===== src/rtl/rv_pkg.sv =====
// Shared RISC-V datapath definitions.
//   XLEN       : architectural register width
//   REGW       : register index width
//   reg_idx_t  : register index type
//   wb_entry_t : one pending writeback {rd, data}
package rv_pkg;

  localparam int unsigned XLEN = 64;
  localparam int unsigned REGW = 5;

  typedef logic [REGW-1:0] reg_idx_t;

  typedef struct packed {
    reg_idx_t        rd;
    logic [XLEN-1:0] data;
  } wb_entry_t;

endpackage


===== src/rtl/wb_bypass_match.sv =====
// Combinational search of the writeback queue for a source register.
//   rs       : source register index to look up
//   valid    : per-slot occupied flags
//   entries  : queue storage
//   oldest   : slot index of the oldest entry (queue read pointer)
//   hit      : some occupied slot targets rs (never for rs == x0)
//   data     : value from the youngest matching slot, 0 when no hit
module wb_bypass_match #(
  parameter int unsigned DEPTH = 4,
  parameter int unsigned OUT_W = 64
) (
  input  rv_pkg::reg_idx_t  rs,
  input  logic [DEPTH-1:0]  valid,
  input  rv_pkg::wb_entry_t entries [DEPTH],
  input  logic [$clog2(DEPTH)-1:0] oldest,
  output logic              hit,
  output logic [OUT_W-1:0]  data
);

  localparam int unsigned PW = $clog2(DEPTH);

  logic [rv_pkg::XLEN-1:0] sel;
  logic [PW-1:0]           idx;

  // Walk from oldest to youngest so later matches override earlier ones.
  always_comb begin
    hit = 1'b0;
    sel = '0;
    idx = '0;
    for (int unsigned i = 0; i < DEPTH; i++) begin
      idx = PW'(32'(oldest) + i);
      if (rs != '0 && valid[idx] && entries[idx].rd == rs) begin
        hit = 1'b1;
        sel = entries[idx].data;
      end
    end
  end

  assign data = OUT_W'(sel);

endmodule


===== src/rtl/wb_queue.sv =====
// In-order writeback queue feeding the register-file write port, with
// decode-stage forwarding from queued entries.
//   clk, reset           : clock, synchronous active-high reset
//   in_valid/in_rd/in_data, in_ready : producer handshake (rd == 0 dropped)
//   rf_we/rf_rd/rf_wdata : register-file write port, head of queue
//   byp_rs1/2            : decode source indices
//   byp_hit1/2, byp_data1/2 : forwarded value from youngest queued match
//   count                : occupied entries
module wb_queue #(
  parameter int unsigned XLEN  = rv_pkg::XLEN,
  parameter int unsigned DEPTH = 4
) (
  input  logic                     clk,
  input  logic                     reset,
  input  logic                     in_valid,
  input  logic [4:0]               in_rd,
  input  logic [XLEN-1:0]          in_data,
  output logic                     in_ready,
  output logic                     rf_we,
  output logic [4:0]               rf_rd,
  output logic [XLEN-1:0]          rf_wdata,
  input  logic [4:0]               byp_rs1,
  input  logic [4:0]               byp_rs2,
  output logic                     byp_hit1,
  output logic                     byp_hit2,
  output logic [XLEN-1:0]          byp_data1,
  output logic [XLEN-1:0]          byp_data2,
  output logic [$clog2(DEPTH):0]   count
);

  import rv_pkg::*;

  localparam int unsigned PW       = $clog2(DEPTH);
  localparam int unsigned CW       = PW + 1;
  localparam int unsigned PKG_XLEN = rv_pkg::XLEN;

  logic [PW-1:0]    rd_ptr_q, rd_ptr_d;
  logic [PW-1:0]    wr_ptr_q, wr_ptr_d;
  logic [CW-1:0]    count_q, count_d;
  logic [DEPTH-1:0] valid_q, valid_d;
  wb_entry_t        mem_q [DEPTH];
  wb_entry_t        mem_d [DEPTH];
  wb_entry_t        head;

  logic push, pop;

  assign in_ready = (count_q < CW'(DEPTH));
  assign push     = in_valid && in_ready && (in_rd != '0);
  // The register file takes the head every cycle it is presented.
  assign pop      = (count_q != '0);

  always_comb begin
    rd_ptr_d = rd_ptr_q;
    wr_ptr_d = wr_ptr_q;
    valid_d  = valid_q;
    mem_d    = mem_q;
    if (pop) begin
      valid_d[rd_ptr_q] = 1'b0;
      rd_ptr_d          = rd_ptr_q + 1'b1;
    end
    if (push) begin
      mem_d[wr_ptr_q]   = '{rd: in_rd, data: PKG_XLEN'(in_data)};
      valid_d[wr_ptr_q] = 1'b1;
      wr_ptr_d          = wr_ptr_q + 1'b1;
    end
    count_d = count_q + CW'(push) - CW'(pop);
  end

  // Storage is not reset: every read of it is qualified by count/valid.
  always_ff @(posedge clk) begin
    if (reset) begin
      rd_ptr_q <= '0;
      wr_ptr_q <= '0;
      count_q  <= '0;
      valid_q  <= '0;
    end else begin
      rd_ptr_q <= rd_ptr_d;
      wr_ptr_q <= wr_ptr_d;
      count_q  <= count_d;
      valid_q  <= valid_d;
    end
  end

  always_ff @(posedge clk) begin
    mem_q <= mem_d;
  end

  assign head     = mem_q[rd_ptr_q];
  assign rf_we    = pop;
  assign rf_rd    = pop ? head.rd : '0;
  assign rf_wdata = pop ? XLEN'(head.data) : '0;
  assign count    = count_q;

  wb_bypass_match #(.DEPTH(DEPTH), .OUT_W(XLEN)) u_byp1 (
    .rs      (byp_rs1),
    .valid   (valid_q),
    .entries (mem_q),
    .oldest  (rd_ptr_q),
    .hit     (byp_hit1),
    .data    (byp_data1)
  );

  wb_bypass_match #(.DEPTH(DEPTH), .OUT_W(XLEN)) u_byp2 (
    .rs      (byp_rs2),
    .valid   (valid_q),
    .entries (mem_q),
    .oldest  (rd_ptr_q),
    .hit     (byp_hit2),
    .data    (byp_data2)
  );

endmodule

===== config.mk =====
export PLATFORM = sky130hd
export DESIGN_NAME = wb_queue
export DESIGN_NICKNAME = d
export VERILOG_FILES = /design/src/rtl/rv_pkg.sv /design/src/rtl/wb_bypass_match.sv /design/src/rtl/wb_queue.sv
export SDC_FILE = /design/constraint.sdc
export NUM_CORES = 1
export LEC_CHECK = 0
export ABC_AREA = 1
export BUFFER_PORTS_ARGS = -buffer_cell sky130_fd_sc_hd__buf_4
export CORE_MARGIN = 2
export CORE_UTILIZATION = 50
export DETAILED_ROUTE_END_ITERATION = 8
export GPL_ROUTABILITY_DRIVEN = 0
export GPL_TIMING_DRIVEN = 0
export PLACE_DENSITY = 0.75
export SETUP_SLACK_MARGIN = 0.3
export SYNTH_ARGS = -nofsm -noshare
export SYNTH_HDL_FRONTEND = slang
export SYNTH_SLANG_ARGS = --single-unit

===== constraint.sdc =====
create_clock -name clk -period 7 [get_ports clk]
set_clock_uncertainty 0.2 [all_clocks]
set_input_delay 0.7 -clock clk [delete_from_list [all_inputs] [get_ports clk]]
set_output_delay 0.7 -clock clk [all_outputs]
set_load 0.005 [all_outputs]

# --- After elaboration in Yosys (flattened, before gate mapping) ---
# Index checks and enable logic that the tools add are counted.
totals:
  register_bits: 287
  in_bits: 82
op_classes:
  add_sub_neg: 7
  order_cmp: 14
  eq_ne: 8
  mux: 47
  bitwise_logic: 8
  n_reduce_logical: 25
ops:
  columns: ["operator", "count"]
  rows:
  - ["$mux 69", 9]
  - ["$mux 64", 9]
  - ["$bmux 69 s2", 4]
  - ["$bwmux 276", 1]
  - ["$demux 69 s2", 1]
  - ["$eq 5x5->1", 8]
  - ["$logic_and 1x1->1", 21]
  - ["$ge 3x3->1 const B", 5]
  - ["$lt 2x3->1 const B", 5]
  - ["$not 2->3", 5]
  - ["$reduce_bool 5->1", 3]
  - ["$mux 1", 14]
  - ["$bmux 1 s2", 4]
  - ["$mux 4", 2]
  - ["$add 2x1->2 const B", 3]
  - ["$mux 5", 1]
  - ["$add 2x2->2 const B", 2]
  - ["$and 4x4->4", 1]
  - ["$demux 1 s2", 2]
  - ["$ge 2x1->1 const B", 2]
  - ["$not 4->4", 1]
  - ["$or 4x4->4", 1]
  - ["$add 3x1->3", 1]
  - ["$lt 3x1->1 const B", 1]
  - ["other kinds (3)", 3]

# --- Depth between registers and ports, before layout ---
# Gate-level depths: netlist (run 1).
depth:
  ltp_word: 10
  mapped_depth: 19

# --- Cells and area by module ---
# A second synthesis (run 1) with hierarchy kept.
unflattened:
  cells_unflattened: 4652
  hier_area_um2: 29578.4
by_module_without_submodules:
  columns: ["module", "instances", "cells_each", "area_per_inst_um2"]
  rows:
  - ["wb_bypass_match", 2, 1879, 9116.2]
  - ["wb_queue", 1, 894, 11345.9]

# --- Worst setup path before layout (run 1) ---
# No wires, ideal clock.
synth_timing:
  path_type: "register to output"
  start: "reg rd_ptr_q[1]"
  end: "out byp_data1[33]"
  arrival_time_ps: 2979
  slack_ps: 3121
  path_stages_with_launch: 16
  cell_sequence: "dfxtp_1 > inv_2 > buf_2 > clkbuf_1 > clkbuf_1 > ha_1 > inv_2 > buf_2 > buf_2 > buf_2 > buf_2 > clkbuf_1 > nand2_1 > o21ai_0 > nand2_1 > nand2_1"
synth_via:
  elab_chain_len: 10
synth_lines:
  columns: ["element", "line", "text"]
  rows:
  - ["start: declaration", "wb_queue.sv:37", "logic [PW-1:0] rd_ptr_q, rd_ptr_d;"]
  - ["start signal: assignment", "wb_queue.sv:77", "rd_ptr_q <= rd_ptr_d;"]
  - ["$add 2x1->2 or $not 2->3 (tied branches)", "wb_bypass_match.sv:31, wb_bypass_match.sv:32, wb_bypass_match.sv:34", null]
  - ["$not 2->3 (not written as such) or $bmux 69 s2 (tied branches)", "wb_bypass_match.sv:32, wb_bypass_match.sv:34", null]
  - ["$bmux 69 s2 or $mux 69 (tied branches)", "wb_bypass_match.sv:32, wb_bypass_match.sv:34", null]
  - ["$mux 69 (not written as such)", "wb_bypass_match.sv:32", "if (rs != '0 && valid[idx] && entries[idx].rd == rs) begin"]
  - ["$mux 69 (not written as such) or $eq 5x5->1 (tied branches)", "wb_bypass_match.sv:32", null]
  - ["$eq 5x5->1 or $logic_and 1x1->1 (tied branches)", "wb_bypass_match.sv:32", null]
  - ["$logic_and 1x1->1 or $mux 64 (tied branches)", "wb_bypass_match.sv:32", null]
  - ["$mux 64 (2 in series)", "wb_bypass_match.sv:32", null]
  - ["$mux 64 (*)", "wb_bypass_match.sv:32", null]
  - ["end: declaration", "wb_queue.sv:26", "output logic [XLEN-1:0] byp_data1,"]
# Mark *: on every way between the ends. The rest lies on a longest branch, timed or not. The select of a mux whose other input is x is not followed.

# --- Worst setup path after layout (run 1) ---
layout_timing:
  start: "reg rd_ptr_q[1]"
  end: "out byp_data2[36]"
layout_via:
  elab_chain_len: 10
layout_lines:
  columns: ["element", "line", "text"]
  rows:
  - ["$add 2x1->2 or $not 2->3 (tied branches)", "wb_bypass_match.sv:31, wb_bypass_match.sv:32, wb_bypass_match.sv:34", null]
  - ["$not 2->3 (not written as such) or $bmux 69 s2 (tied branches)", "wb_bypass_match.sv:32, wb_bypass_match.sv:34", null]
  - ["$bmux 69 s2 or $mux 69 (tied branches)", "wb_bypass_match.sv:32, wb_bypass_match.sv:34", null]
  - ["$mux 69 (not written as such)", "wb_bypass_match.sv:32", null]
  - ["$mux 69 (not written as such) or $eq 5x5->1 (tied branches)", "wb_bypass_match.sv:32", null]
  - ["$eq 5x5->1 or $logic_and 1x1->1 (tied branches)", "wb_bypass_match.sv:32", null]
  - ["$logic_and 1x1->1 or $mux 64 (tied branches)", "wb_bypass_match.sv:32", null]
  - ["$mux 64 (2 in series)", "wb_bypass_match.sv:32", null]
  - ["$mux 64 (*)", "wb_bypass_match.sv:32", null]
  - ["end: declaration", "wb_queue.sv:27", "output logic [XLEN-1:0] byp_data2,"]
# Marks and branches as above.

==> impl_metrics.ini, run 1 <==
[timing]
finalSetupViolations = 0
unrepaired_setup_endpoints_after_global_routing = false
clock.fmax_ghz = 0.157
timing.slew.headroom_pct = 44.9
maxSlewViolCount = 0
finalCritPeriodShare_pct = 91.1
min_period_ns = 6.38
timing.final.ws_setup_ns = 0.621
final-hold-violation-count = 0
fin_tns_setup_ns = 0
pin_slew_with_the_least_headroom_to_its_limit_ns = 0.827

[place]
post-place-ws_ns = 0.923
port-buffer-count = 282
place_inst = 3995
dp_hpwl_um = 57100
placement.cell_area_mm2 = 0.0252

[floorplan]
initial_utilization_pct = 50.4
top_level_ports = 286
core_area_mm2 = 0.0440
fp.dieArea_mm2 = 0.0461
die_width_um = 215
fp-row-count = 77
die-height_um = 215

[worst_hold_path]
min_path_type = in -> reg
whs_endpoint = mem_q[70]
hold_start = in_data[1]
worst_hold_path.num_cells = 1

[clock_tree]
ctsHtreeMaxLevel = 2
tritoncts = yes
clk_path_buf_depth = 3
clock_sink_count = 287
post_cts_hold_buffer_count = 0
root_buffer = clkbuf_16
clk_pin_slew_ns = 0.06
post_cts.repair.setup_buffers = 0
cts_buffers = 35
clkLatencyLatePin_ns = 0.56

[synthesis]
synth.avg_cell_area_um2 = 7.12
syn_nets = 3209
ys_async_sr_fraction_pct = 0
synth.yosys.seq_area_share_pct = 38.3
ys.warnings.count = 0
synth_ff_type = edfxtp_1
yosys_register_bits = 287
synth_enable_flop_cells = 276
synth.distinct_cells = 32
syn_area_mm2 = 0.0222
synth_cells = 3116

[critical_path]
ff2ff_path_depth = 10
timing.critical_path.to_type = output port
critPathKind = reg -> out
worstSetupStartpointType = flip-flop
critical_path.max_fanout = 11
timing.reg2reg.setup_slack_ns = 3.95
r2r_end = count[2]
endpoint_required_time_on_the_critical_path_ns = 6.10
arrival_ns = 5.48
reg2reg_launch_point = count[2]

[routing]
detail_route.first_pass.iterations = 6
post_drt_via_cell_ratio = 5.73
routedWlPerCell_um = 20.2
vias = 23300
post-route-drc-count = 0
routed_wl_um = 82300
post_route_ant_nets = 0
drt_iter0_markers = 3188

[global_route]
global_route.usage.total_pct = 34.7
grt_pass1_wl_um = 124000
antenna_found_initial = 6
grt_remaining_overflow = 0
first_global_vias = 21900
grt_max_degree = 54

[finish]
area_delta_synth_final_pct = 18.5
drive_above_1_share_pct = 15.6
finalNetCount = 3533
layoutNonFillerInstCount = 4064
design_area_mm2 = 0.0263

[status]
outcome = completed

[power]
finalPower_mw = 11.0
ir_drop_v = 0.000271
pwr_density_cell_mw_per_mm2 = 418
power.leakage_nw = 12.7

[run]
max_cap_viol_count = 0
[synthesized netlist by cell type (13+ instances only)]
library cell | n | area, um2
nand4_1 | 63 | 394
buf_4 | 33 | 248
nand2_1 | 865 | 3250
buf_2 | 78 | 390
o21a_1 | 122 | 916
buf_1 | 13 | 48.8
mux2i_1 | 195 | 1950
inv_1 | 281 | 1050
o21ai_0 | 203 | 1020
nand3_1 | 260 | 1300
clkbuf_1 | 88 | 330
edfxtp_1 | 276 | 8290
or2_2 | 61 | 382
nor2_1 | 507 | 1900
[report_power, final]
part | total, mW | switching (mW) | internal, mW
Clock | 1.75 | 0.746 | 1.00
Combinational | 7.10 | 4.72 | 2.38
Sequential | 2.16 | 0.0866 | 2.07
[placed cells by master (no fill, tap or decap), types with 3 or more instances in the layout]
| cell type | synthesis | layout |
|---|---|---|
| edfxtp_1 | 276 | 276 |
| clkbuf_1 | 88 | 89 |
| clkinv_2 | 0 | 5 |
| nand2_1 | 865 | 865 |
| nand3_2 | 3 | 3 |
| nor2_4 | 3 | 3 |
| inv_2 | 3 | 3 |
| buf_2 | 78 | 78 |
| nand4_1 | 63 | 63 |
| diode_2 | 0 | 6 |
| nand3_1 | 260 | 260 |
| o21ai_1 | 3 | 3 |
| a21oi_1 | 12 | 12 |
| mux2i_1 | 195 | 195 |
| o21a_1 | 122 | 122 |
| xor2_1 | 7 | 7 |
| buf_1 | 13 | 13 |
| clkbuf_16 | 0 | 37 |
| ha_1 | 10 | 10 |
| or2_2 | 61 | 61 |
| clkinv_1 | 0 | 5 |
| buf_4 | 33 | 315 |
| dfxtp_1 | 11 | 11 |
| inv_1 | 281 | 277 |
| nor2_1 | 507 | 507 |
| buf_16 | 0 | 4 |
| inv_4 | 0 | 5 |
| buf_6 | 5 | 6 |
| o21ai_0 | 203 | 203 |
| clkinvlp_4 | 0 | 4 |
| clkbuf_8 | 0 | 3 |
| clkinv_4 | 0 | 4 |
[critical path, cell delays in order, from the launching register on]
cell and delay, ns:
dfxtp_1 0.42, inv_2 0.23, buf_2 0.41, clkbuf_2 0.43, clkbuf_2 0.36, ha_1 0.37
inv_2 0.17, buf_2 0.33, buf_2 0.34, buf_2 0.35, buf_2 0.34, clkbuf_1 0.53
nand2_1 0.10, o21ai_0 0.16, nand2_1 0.09, nand2_1 0.14, buf_4 0.13
[worst max path at each step]
stage	depth (start not counted)	startpoint	slack, ns	endpoint
after floorplan	15	rd_ptr_q[1]	3.12	byp_data1[33]
after global placement	16	rd_ptr_q[1]	0.90	byp_data1[33]
after detailed placement	16	rd_ptr_q[1]	0.92	byp_data2[36]
after CTS	16	rd_ptr_q[1]	0.32	byp_data2[36]
after global routing	16	rd_ptr_q[1]	0.52	byp_data1[33]
final	16	rd_ptr_q[1]	0.62	byp_data2[36]
[flip-flops by register name, summed over array words and instances, names as in the netlist]
name / count
wr_ptr_q: 2
mem_q: 276
count: 3
valid_q: 4
rd_ptr_q: 2
[metrics by stage]
step | hold slack [ns] | utilization, %
5_1_grt | 0.129 | 59.7
3_3_place_gp | 0.286 | 56.9
4_1_cts | 0.120 | 59.7
2_1_floorplan | 0.250 | -
6_report | 0.135 | 59.7
3_5_place_dp | 0.291 | 57.2
[per-layer routing]
layer  GRT usage (%)  up-vias  part of all wire [%]
met5               0        -                     0
met1            44.8    10600                    39
met3            9.72      271                    13
met4            16.3        0                   4.5
met2            53.9     1557                    44
li1                -    10800                     -
[area by class of cell]
| class | instances | area [um2] |
|---|---|---|
| fillers | 4069 | 17700 |
| multi-input cells | 2328 | 11500 |
| flip-flops and latches | 287 | 8510 |
| repair buffers | 287 | 2240 |
| plain buffers | 217 | 1080 |
| inverters | 284 | 1080 |
| clock buffers | 43 | 978 |
| well taps | 592 | 741 |
| clock inverters | 20 | 124 |
| diodes | 6 | 15.0 |
[kinds of logic after synthesis]
logic type      Yosys count  synth area share (%)
simple gates           1773                  33.2
buf+inv                 501                  9.64
xor+xnor                  7                 0.276
flops                   287                  38.3
compound gates          342                  9.11
mux                     195                  8.80
fa+ha+maj                11                 0.654
[timing repair]
item | in CTS | in global routing
setup endpoints to repair | 0 | 115
hold endpoints to repair | 0 | 0
resized for setup | 0 | 4
(Power assumes the default switching activity.)
==> inputs of run 2 (changes only) <==
BUFFER_PORTS_ARGS = -buffer_cell sky130_fd_sc_hd__buf_2   (was -buffer_cell sky130_fd_sc_hd__buf_4)
==> impl_metrics.ini, run 2 (same netlist as run 1, synthesis figures left out) <==
[timing]
fin_tns_setup_ns = 0
timing.final.ws_setup_ns = 0.504
maxSlewViolCount = 0
finalSetupViolations = 0
clock.fmax_ghz = 0.154
final-hold-violation-count = 0
timing.slew.headroom_pct = 44.6
min_period_ns = 6.50
unrepaired_setup_endpoints_after_global_routing = false
whs_ns = 0.151
pin_slew_with_the_least_headroom_to_its_limit_ns = 0.827
finalCritPeriodShare_pct = 92.8

[finish]
top_register = mem_q
area_delta_synth_final_pct = 15.2
drive_above_1_share_pct = 15.4
design_area_mm2 = 0.0256
layoutNonFillerInstCount = 4058
fill_cells = 4151
final_core_util_pct = 58.1
layout.cells.most_common = nand2_1
layout.cells.most_common_list = nand2_1 (865), nor2_1 (507), buf_2 (360)
largest_register_ffs = 276
finalNetCount = 3533

[power]
ir_drop_v = 0.000249
pwr_density_cell_mw_per_mm2 = 420
power.leakage_nw = 12.6
finalPower_mw = 10.8

[global_route]
grt_remaining_overflow = 0
grt_max_degree = 54
first_global_vias = 21600
grt_pass1_wl_um = 124000
global_route.usage.total_pct = 34.6
antenna_found_initial = 8

[clock_tree]
cts_buffers = 35
clkLatencyLatePin_ns = 0.56
post_cts_hold_buffer_count = 0
root_buffer = clkbuf_16
clk_pin_slew_ns = 0.06
clk_path_buf_depth = 3
post_cts.repair.setup_buffers = 0
tritoncts = yes
clock_sink_count = 287
ctsHtreeMaxLevel = 2

[place]
place_inst = 3995
dp_hpwl_um = 57100
port-buffer-count = 282
post-place-ws_ns = 0.861
placement.cell_area_mm2 = 0.0245

[critical_path]
timing.critical_path.to_type = output port
ff2ff_path_depth = 10
reg2reg_launch_point = count[2]
critical_path.max_fanout = 11
worstSetupStartpointType = flip-flop
arrival_ns = 5.60
endpoint_required_time_on_the_critical_path_ns = 6.10
worst_setup_path_endpoint = byp_data1[36]
critPathKind = reg -> out
timing.reg2reg.setup_slack_ns = 3.85
setup.worst_path.start = rd_ptr_q[1]
r2r_end = count[2]

[routing]
routed_wl_um = 82300
post_route_ant_nets = 0
drt_iter0_markers = 3320
post-route-drc-count = 0
vias = 23500
routedWlPerCell_um = 20.3
post_drt_via_cell_ratio = 5.79
detail_route.first_pass.iterations = 7

[floorplan]
top_level_ports = 286
fp.dieArea_mm2 = 0.0461
initial_utilization_pct = 50.4
die-height_um = 215
die_width_um = 215
core_area_mm2 = 0.0440
fp-row-count = 77

[status]
outcome = completed

[worst_hold_path]
min_path_type = in -> reg

[run]
max_cap_viol_count = 0
-- run 2: area by class of cell --
cell class | instances | area, um2 | share of cell area (%)
inverters | 284 | 1080 | 4.21
flip-flops and latches | 287 | 8510 | 33.3
repair buffers | 287 | 1540 | 6.01
well taps | 592 | 741 | 2.90
multi-input cells | 2328 | 11500 | 45.2
clock buffers | 42 | 923 | 3.61
clock inverters | 16 | 151 | 0.592
diodes | 5 | 12.5 | 0.0489
plain buffers | 217 | 1080 | 4.21
-- run 2: per-layer routing --
metal | wire length, um | global-route usage (%)
met2 | 36000 | 53.8
met1 | 31100 | 45.0
met5 | 22 | 0
met4 | 4180 | 17.1
met3 | 11100 | 8.84
-- run 2: where the power goes --
part	internal [mW]	switching, mW
Clock	1.02	0.742
Combinational	2.13	4.70
Sequential	2.07	0.0874
-- run 2: worst min path at each step --
| stage | cells after the start | end | startpoint |
|---|---|---|---|
| after CTS | 1 | mem_q[21] | in_data[21] |
| final | 1 | mem_q[21] | in_data[21] |
| after floorplan | 2 | valid_q[1] | valid_q[1] |
| after detailed placement | 2 | valid_q[0] | valid_q[0] |
| after global routing | 1 | mem_q[17] | in_data[17] |
| after global placement | 2 | valid_q[0] | valid_q[0] |
-- run 2: what timing repair did --
item,in CTS,in global routing
cloned,0,0
endpoints found under the setup margin,5,46
gates resized for setup,1,2
-- run 2: worst max-delay path: stages, from the launching register on --
cell and delay (ns):
dfxtp_1 0.46, inv_2 0.25, buf_2 0.40, clkbuf_2 0.42
clkbuf_2 0.36, ha_1 0.37, inv_2 0.16, buf_2 0.35
buf_2 0.34, buf_2 0.35, buf_2 0.32, clkbuf_1 0.56
nand2_1 0.11, o21ai_0 0.16, nand2_1 0.09, nand2_1 0.16
buf_2 0.13
